[src/rtl/shift_seq_pkg.sv]
// Shared types and constants for the shift sequencer: FSM state encoding,
// counter-width helper and default timing/order-field sizes.
package shift_seq_pkg;

  typedef enum logic [1:0] {
    IDLE,
    ARM,
    SHIFT
  } state_t;

  localparam int DEF_WORD_PI    = 18;
  localparam int DEF_ORDER_BITS = 10;

  // Bits needed to hold a shift count in 0..order_bits.
  function automatic int cnt_w(input int order_bits);
    return $clog2(order_bits + 1);
  endfunction

endpackage

[src/rtl/shift_sequencer_lsb_encoder.sv]
// Priority encoder: shift count = (index of least significant set bit) + 1,
// or 0 when the order position field is empty.
module lsb_encoder
  import shift_seq_pkg::*;
#(
  parameter int ORDER_BITS = DEF_ORDER_BITS
) (
  input  logic [ORDER_BITS-1:0]        order_pos,
  output logic [cnt_w(ORDER_BITS)-1:0] n
);

  localparam int CW = cnt_w(ORDER_BITS);

  // Scan from the top down so the lowest set bit is the last one to win.
  always_comb begin
    n = '0;
    for (int i = ORDER_BITS - 1; i >= 0; i--) begin
      if (order_pos[i]) n = CW'(i + 1);
    end
  end

endmodule

[src/rtl/shift_sequencer.sv]
// Shift-control unit: holds g5 open for n d0-aligned steps and pulses ep2 at
// the end. Long-accumulator mode is built only with SHIFT_SEQ_LONG_EN defined.
module shift_sequencer
  import shift_seq_pkg::*;
#(
  parameter int WORD_PI     = DEF_WORD_PI,
  parameter int ORDER_BITS  = DEF_ORDER_BITS,
  parameter int LONG_FACTOR = 4
) (
  input  logic                         clk,
  input  logic                         rst_n,
  input  logic                         d0,
  input  logic                         start,
  input  logic                         dir_left,
  input  logic [ORDER_BITS-1:0]        order_pos,
`ifdef SHIFT_SEQ_LONG_EN
  input  logic                         long_mode,
`endif
  input  logic                         abort,
  output logic                         g5,
  output logic                         shift_left,
  output logic                         ep2,
  output logic                         busy,
  output logic [cnt_w(ORDER_BITS)-1:0] remaining
);

  localparam int CW = cnt_w(ORDER_BITS);

  if (WORD_PI < 1 || LONG_FACTOR < 1) begin : g_bad_param
    $error("shift_sequencer: WORD_PI and LONG_FACTOR must be positive");
  end

  state_t        state_q, state_d;
  logic [CW-1:0] n_enc, n_q, n_d, rem_d;
  logic          dir_q, dir_d;
  logic          g5_d, sl_d, ep2_d, busy_d;
  logic          step;

`ifdef SHIFT_SEQ_LONG_EN
  localparam int MW = (LONG_FACTOR > 1) ? $clog2(LONG_FACTOR) : 1;
  logic          long_q, long_d;
  logic [MW-1:0] mc_q, mc_d;
`endif

  lsb_encoder #(.ORDER_BITS(ORDER_BITS)) u_enc (
    .order_pos (order_pos),
    .n         (n_enc)
  );

  always_comb begin
    state_d = state_q;
    n_d     = n_q;
    dir_d   = dir_q;
    rem_d   = remaining;
    ep2_d   = 1'b0;
`ifdef SHIFT_SEQ_LONG_EN
    long_d  = long_q;
    mc_d    = mc_q;
    step    = !long_q || (mc_q == MW'(LONG_FACTOR - 1));
`else
    step    = 1'b1;
`endif

    if (abort) begin
      state_d = IDLE;
      rem_d   = '0;
    end else begin
      case (state_q)
        IDLE: begin
          // busy is still high during the ep2 clock, so a start there is dropped.
          if (start && !busy) begin
            state_d = ARM;
            n_d     = n_enc;
            dir_d   = dir_left;
`ifdef SHIFT_SEQ_LONG_EN
            long_d  = long_mode;
`endif
          end
        end
        ARM: begin
          if (d0) begin
            if (n_q == '0) begin
              state_d = IDLE;
              ep2_d   = 1'b1;
            end else begin
              state_d = SHIFT;
              rem_d   = n_q;
`ifdef SHIFT_SEQ_LONG_EN
              mc_d    = '0;
`endif
            end
          end
        end
        SHIFT: begin
          if (d0) begin
            if (step) begin
              rem_d = remaining - CW'(1);
`ifdef SHIFT_SEQ_LONG_EN
              mc_d  = '0;
`endif
              if (remaining == CW'(1)) begin
                state_d = IDLE;
                ep2_d   = 1'b1;
              end
            end
`ifdef SHIFT_SEQ_LONG_EN
            else begin
              mc_d = mc_q + MW'(1);
            end
`endif
          end
        end
        default: state_d = IDLE;
      endcase
    end

    g5_d   = (state_d == SHIFT);
    sl_d   = g5_d && dir_d;
    busy_d = (state_d != IDLE) || ep2_d;
  end

  // Control and output register stage.
  always_ff @(posedge clk or negedge rst_n) begin
    if (!rst_n) begin
      state_q    <= IDLE;
      g5         <= 1'b0;
      shift_left <= 1'b0;
      ep2        <= 1'b0;
      busy       <= 1'b0;
      remaining  <= '0;
`ifdef SHIFT_SEQ_LONG_EN
      mc_q       <= '0;
`endif
    end else begin
      state_q    <= state_d;
      g5         <= g5_d;
      shift_left <= sl_d;
      ep2        <= ep2_d;
      busy       <= busy_d;
      remaining  <= rem_d;
`ifdef SHIFT_SEQ_LONG_EN
      mc_q       <= mc_d;
`endif
    end
  end

  // Order latches carry data only; they are qualified by state, so no reset.
  always_ff @(posedge clk) begin
    n_q   <= n_d;
    dir_q <= dir_d;
`ifdef SHIFT_SEQ_LONG_EN
    long_q <= long_d;
`endif
  end

endmodule

[config.mk]
export PLATFORM = sky130hd
export DESIGN_NAME = shift_sequencer
export DESIGN_NICKNAME = d
export VERILOG_FILES = /design/src/rtl/shift_seq_pkg.sv /design/src/rtl/shift_sequencer_lsb_encoder.sv /design/src/rtl/shift_sequencer.sv
export SDC_FILE = /design/constraint.sdc
export NUM_CORES = 1
export LEC_CHECK = 0
export ABC_CLOCK_PERIOD_IN_PS = 5650
export CAP_MARGIN = 0
export CELL_PAD_IN_SITES_DETAIL_PLACEMENT = 1
export CELL_PAD_IN_SITES_GLOBAL_PLACEMENT = 2
export CORE_MARGIN = 8
export CORE_UTILIZATION = 32
export CTS_BUF_LIST = sky130_fd_sc_hd__clkbuf_4 sky130_fd_sc_hd__clkbuf_8
export CTS_CLUSTER_DIAMETER = 30
export DETAILED_ROUTE_END_ITERATION = 12
export DONT_BUFFER_PORTS = 1
export PLACE_DENSITY_LB_ADDON = 0.1
export SETUP_SLACK_MARGIN = 0.3
export SLEW_MARGIN = 20
export SYNTH_ARGS = -nofsm -noshare
export SYNTH_HDL_FRONTEND = slang
export SYNTH_HIERARCHICAL = 1
export SYNTH_SLANG_ARGS = --single-unit
[constraint.sdc]
create_clock -name clk -period 5.65 [get_ports clk]
set_clock_uncertainty 0.2 [all_clocks]
set_input_delay 0.8475 -clock clk [delete_from_list [all_inputs] [get_ports clk]]
set_output_delay 0.8475 -clock clk [all_outputs]
set_load 0.05 [all_outputs]
==> results of run 1 <==
## kinds of logic (layout without fill, tap and decap cells)
kind of cell,Yosys count,in the layout,synth area share
muxes,3,3,0.03415
adders and majority gates,6,6,0.08197
and+or+nand+nor,27,27,0.1885
DFF,15,15,0.4262
AOI/OAI and AO/OA,29,29,0.2241
buffers and inverters,11,13,0.04508
## flip-flops by register name, indices dropped and copies added, names as in the netlist
signal,count
ep2,1
n_q,4
busy,1
shift_left,1
remaining,4
g5,1
dir_q,1
state_q,2
## worst paths after layout
path | from | endpoint | slack, ns | cells after the start
max in group asynchronous | rst_n | remaining[1] | 5.14 | 0
min in group clk | dir_q | dir_q | 0.28 | 1
worst min-delay path | rst_n | state_q[0] | 0.04 | 0
worst max-delay path | remaining[0] | busy | 3.09 | 5
worst max register to register | remaining[0] | busy | 3.09 | 5
worst min register to register | dir_q | dir_q | 0.28 | 1
## per-layer routing
layer | track usage | vias to the layer above | wire [µm]
li1 | - | 341 | -
met1 | 0.09844 | 328 | 960
met2 | 0.1383 | 21 | 1014
met3 | 0.05293 | 5 | 232
met4 | 0.04784 | 0 | 44
met5 | 0 | - | 0
## area by class of cell
cell class	count	area, µm²	share of cell area
Sequential cell	15	390.4	0.4005
Clock inverter	1	5.005	0.005135
Inverter	9	33.78	0.03466
Tap cell	31	38.79	0.03979
Multi-Input combinational cell	65	484.2	0.4968
Clock buffer	3	22.52	0.02311
## synth_stat cells (2+ instances only)
cell type and count:
mux2i_1 2, a21oi_1 6, nor3b_1 2, edfxtp_1 4, nor2_1 8, nand2b_1 3
o22ai_1 2, inv_1 8, o31ai_1 2, o21ai_0 5, clkbuf_1 2, dfrtp_1 10
nor4_2 2, or3_1 2, ha_1 6, o221ai_1 2, nor2b_1 2
## through the flow
stage | std cells | util | hold slack [ns]
after floorplan | 91 | - | 0.2446
after global placement | 120 | 0.3465 | 0.2537
after detailed placement | 120 | 0.3465 | 0.2616
after CTS | 124 | 0.3565 | 0.02842
after global routing | 124 | 0.3565 | 0.01391
final | 124 | 0.3565 | 0.03721
## critical path: cells and delay by family (launching register included)
| kind | cells | cell delay, ns |
|---|---|---|
| DFF | 1 | 0.74 |
| and+or+nand+nor | 2 | 0.88 |
| AOI/OAI and AO/OA | 2 | 0.39 |
| adders and majority gates | 1 | 0.24 |
## power by group
| part | internal (mW) | switching (mW) |
|---|---|---|
| clock network | 0.0263 | 0.0368 |
| registers | 0.124 | 0.0310 |
| logic | 0.0277 | 0.0288 |
| total | 0.178 | 0.0966 |
==> metrics, run 1 <==
Fmax=390.7 MHz; Mapped Avg Cell Area=10.06 µm²; Largest stage delay, worst path=0.74 ns; hold crit path type=in2async; Setup Slack @ Placement=3.002 ns; number of nets with antenna violations after routing=0; drt pass-1 iters=3; H-tree levels=1; Critical Path Start Type=register; global-route wire length before repair=3588 µm; GRT Util Overall=0.09144; CTS resizes=0; IO Port Bufs=0; post-route total power=0.2749 mW; crit path kind=reg2reg; DR DRC count=0; period utilization=0.4530; CTS Root Cell=clkbuf_4; clock tree from TritonCTS=built; CP max-delay cell=dfrtp_1; I/O pin cnt=24; Net Count, Synth=roughly 110; final HPWL from detailed placement=1759 µm; final setup violation count=0; vias per inst=around 5.6; Initial Utilization=0.3350; register bit total from synthesis=15; status=finished clean; CP Capture Type=register; initial antenna violation count=0; Die Wd=69.50 µm; Placeable Area=0.002734 mm²; Num Clock Sinks=15; register area share after synthesis=0.4262; routed wire length=2252 µm; clk slew on worst S/H paths=0.10 ns; routability cong.=0.8314; top cells by area, synth=dfrtp_1 (27%), edfxtp_1 (13%), ha_1 (8.2%); Syn Std Cell Area=roughly 900 µm²; Die ar.=0.004830 mm²; Cells after Synth=between 90 and 100; Worst slew margin=0.5616; CP required=5.63 ns; Post-CTS Hold Fix Bufs=0; Post-synth EDFFs=4; Unique masters post-synth=40; CP max FO=6; # fillers=318; most frequent cells in the layout=dfrtp_1 (10), inv_1 (8), nor2_1 (8); largest area contributor in the netlist=dfrtp_1; minimum clock period=2.559 ns; RSZ-0062 raised after global routing=false; die height=69.50 µm; Primary FF master, synth=dfrtp_1; Synth top area share=0.2732; Setup TNS Final=0 ns; Antenna Diode Count=0; Setup Fix Bufs, Post-CTS=0; final worst setup slack=3.091 ns; ratio of cells with drive above 1 in the final layout=0.1613; Lkg Pwr=0.3869 nW; area delta synth->final=6.421%; fin. max-slew vios=0; total grt overflow=0; Final Net Count=between 100 and 150; latest clock arrival within the worst-skew pair=between 0.2 and 0.3 ns; maximum vdd ir drop=113.8 µV; WL per Instance=18.16 µm; Power Dens Cells=282.0 mW/mm²; placed cell area=947.2 µm²; Initial DRC Count=43; Num CTS Buffers=3; Yosys warning total=6; CTS Buffer Depth=2; Rows=19; arrival time worst endpoint=between 2 and 3 ns; Max Cap Viol=0; Synth async-reset ratio=0.6667; Post-Layout Inst Area=just under 0.001 mm²; Worst Tran Pin Value=0.6561 ns; largest net degree at the start of global routing=13; vias in the first global route=roughly 760; final hold vios=0; Vias=roughly 700; CP Cell Sequence=ha_1 > or3b_2 > o221ai_1 > a21boi_1 > or3_1; most common cell after layout, fill and taps aside=dfrtp_1
Power figures use the tool's default switching activity.
==> inputs of run 2 (changes only) <==
- ABC_CLOCK_PERIOD_IN_PS: 5650 -> 2200
- clock period: 5.65 -> 2.2 ns (I/O delays scaled with it)
==> run 2 against run 1 <==
Net effect:
- sequential share of layout area is 6.6 points lower
- final cell count is 13% higher
- clock power grew to 2.7 times the previous value
- die area stayed put
- fmax is 29% higher
- via count is 12% higher
- global-route usage is 1.3 points higher
- non-clock buffer count is 16 higher
- design area is 21% higher
- register-to-register slack worse by 2.9 ns
- count of clock-buffer cells in the layout stayed put
- hold slack worse by 0.016 ns
- critical endpoint unchanged
- largest cell class unchanged
==> metrics, run 2 (synthesized netlist as in run 1, its figures left out) <==
Power Dens Cells=671.2 mW/mm² (+140%); Core Util, Final=0.4325 (+0.07597); GRT Util Overall=0.1048 (+0.01339); Worst Tran Pin Value=0.5354 ns (-0.1208 ns); Initial DRC Count=22 (-49%); Non-Filler Instances=140 (+13%); final setup violation count=0 (unchanged); fin. max-slew vios=0 (unchanged); H-tree levels=1 (unchanged); clock tree from TritonCTS=built; Initial Utilization=0.3350 (unchanged); routed wire length=2533 µm (+12%); final HPWL from detailed placement=1869 µm (+6.2%); Sw Pwr=0.2843 mW (+190%); Critical Path Start Type=register; Worst slew margin=0.6419 (+0.08027); DR DRC count=0 (unchanged); RSZ-0062 raised after global routing=true; Num CTS Buffers=3 (unchanged); Vias=778 (+12%); CP Cell Sequence=or4_4 > a32oi_1 > a21o_2 > inv_2 > or3_1; Lkg Pwr=0.4653 nW (+20%); Placeable Area=0.002734 mm² (unchanged); vias in the first global route=812 (+7.4%); placed insts=127 (+5.8%); switch share=0.3582 (+0.006768); hold crit path type=in2reg; Rows=19 (unchanged); most frequent cells in the layout=buf_4 (13), nor2_1 (8), a21oi_1 (6), dfrtp_1 (6), inv_1 (5); period utilization=0.9008 (+0.4478); CTS Root Cell=clkbuf_4; CP max FO=5 (-1); largest net degree at the start of global routing=11 (-2); Setup Slack @ Placement=0.1618 ns (-2.840 ns); latest clock arrival within the worst-skew pair=0.29 ns (about the same); initial antenna violation count=0 (unchanged); power share of the clock group=0.217 (-0.013); number of nets with antenna violations after routing=0 (unchanged); routability cong.=0.7730 (-7.0%); maximum vdd ir drop=365.7 µV (+220%); CP max-delay cell=or4_4; Top Registers=n_q (4), remaining (4), state_q (2); vias per inst=5.557 (-0.85%); CP required=2.19 ns (-3.44 ns); Setup TNS Final=0 ns (unchanged); clk slew on worst S/H paths=0.11 ns (about the same); die height=69.50 µm (unchanged); minimum clock period=1.982 ns (-0.5776 ns); Max Cap Viol=0 (unchanged); crit path kind=reg2reg; final worst setup slack=0.2182 ns (-2.872 ns); global-route wire length before repair=4209 µm (+17%); total grt overflow=0 (unchanged); Num Clock Sinks=15 (unchanged); WL per Instance=18.09 µm (-0.38%); Die ar.=0.004830 mm² (unchanged); Fmax=504.6 MHz (+29%); IO Port Bufs=0 (unchanged); CP Capture Type=register; I/O pin cnt=24 (unchanged); area delta synth->final=29.10%; CTS Buffer Depth=2 (unchanged); Int Pwr=0.5094 mW (+190%); ratio of cells with drive above 1 in the final layout=0.4037 (+0.2424); most common cell after layout, fill and taps aside=buf_4; drt pass-1 iters=4 (+1); Final Net Count=132 (+14%); Die Wd=69.50 µm (unchanged); arrival time worst endpoint=1.97 ns (-0.57 ns); sequential group share of total power=0.446 (-0.119); Antenna Diode Count=0 (unchanged); Largest stage delay, worst path=0.58 ns (-0.16 ns); final hold vios=0 (unchanged); status=finished clean; combinational power share=0.337 (+0.131)
==> run 2: changes by cell type in the layout (fill, tap and decap cells not counted), sizes merged <==
cell | before | now
buf | 0 | 13
dlygate4sd3 | 0 | 3
clkinv | 1 | 0
clkinvlp | 0 | 1
==> run 2: routing by layer <==
layer	GRT usage	vias to the layer above	wire length (µm)	share of wire
li1	-	376	-	-
met1	0.1338	383	1176	0.46
met2	0.1527	17	1139	0.45
met3	0.04578	2	207	0.082
met4	0.03417	0	10	0.0039
met5	0	-	0	0
==> run 2: timing repair <==
action / CTS / global route
resized for setup: 6 / 6
hold endpoints to repair: 14 / 0
pin swaps: 2 / 4
hold buffers: 3 / 0
endpoints found under the setup margin: 5 / 6
buffers inserted: 1 / 5
==> run 2: critical path: cells and delay by family (launching register included) <==
family	cells	cell delay, ns
AOI/OAI and AO/OA	2	0.36
buffers and inverters	1	0.04
DFF	1	0.41
and+or+nand+nor	2	0.88
==> run 2: cell type report <==
| class | count | area, µm² |
|---|---|---|
| Clock inverter | 1 | 7.507 |
| Sequential cell | 15 | 395.4 |
| Clock buffer | 3 | 22.52 |
| Multi-Input combinational cell | 65 | 556.8 |
| Fill cell | 310 | 1551 |
| Inverter | 9 | 33.78 |
| Tap cell | 31 | 38.79 |
| Timing Repair Buffer | 16 | 127.6 |
==> run 2: worst paths after layout <==
path / to / startpoint / slack, ns / cells past startpoint
min: n_q[2] / order_pos[1] / 0.02 / 1
min in group asynchronous: ep2 / rst_n / 0.24 / 1
min reg2reg: dir_q / dir_q / 0.28 / 1
max in group asynchronous: remaining[1] / rst_n / 1.16 / 1
max: busy / n_q[3] / 0.22 / 5
max reg2reg: busy / n_q[3] / 0.22 / 5
==> run 2: power by group through the flow <==
stage | clock network, mW | registers [mW] | logic [mW]
after global routing | 0.194 | 0.359 | 0.294
after detailed placement | 0 | 0.355 | 0.235
after global placement | 0 | 0.354 | 0.236
final | 0.173 | 0.354 | 0.267
after CTS | 0.182 | 0.350 | 0.252
after floorplan | 0 | 0.397 | 0.133
==> run 2: through the flow <==
step | total power [mW] | hold slack (ns) | instance area (µm²)
floorplan | 0.5306 | -0.1656 | 950.9
global placement | 0.5891 | -0.1652 | 1035
detailed placement | 0.5898 | -0.1651 | 1035
CTS | 0.7838 | 0.006341 | 1121
global route | 0.8464 | 0.001950 | 1182
finish | 0.7936 | 0.02122 | 1182
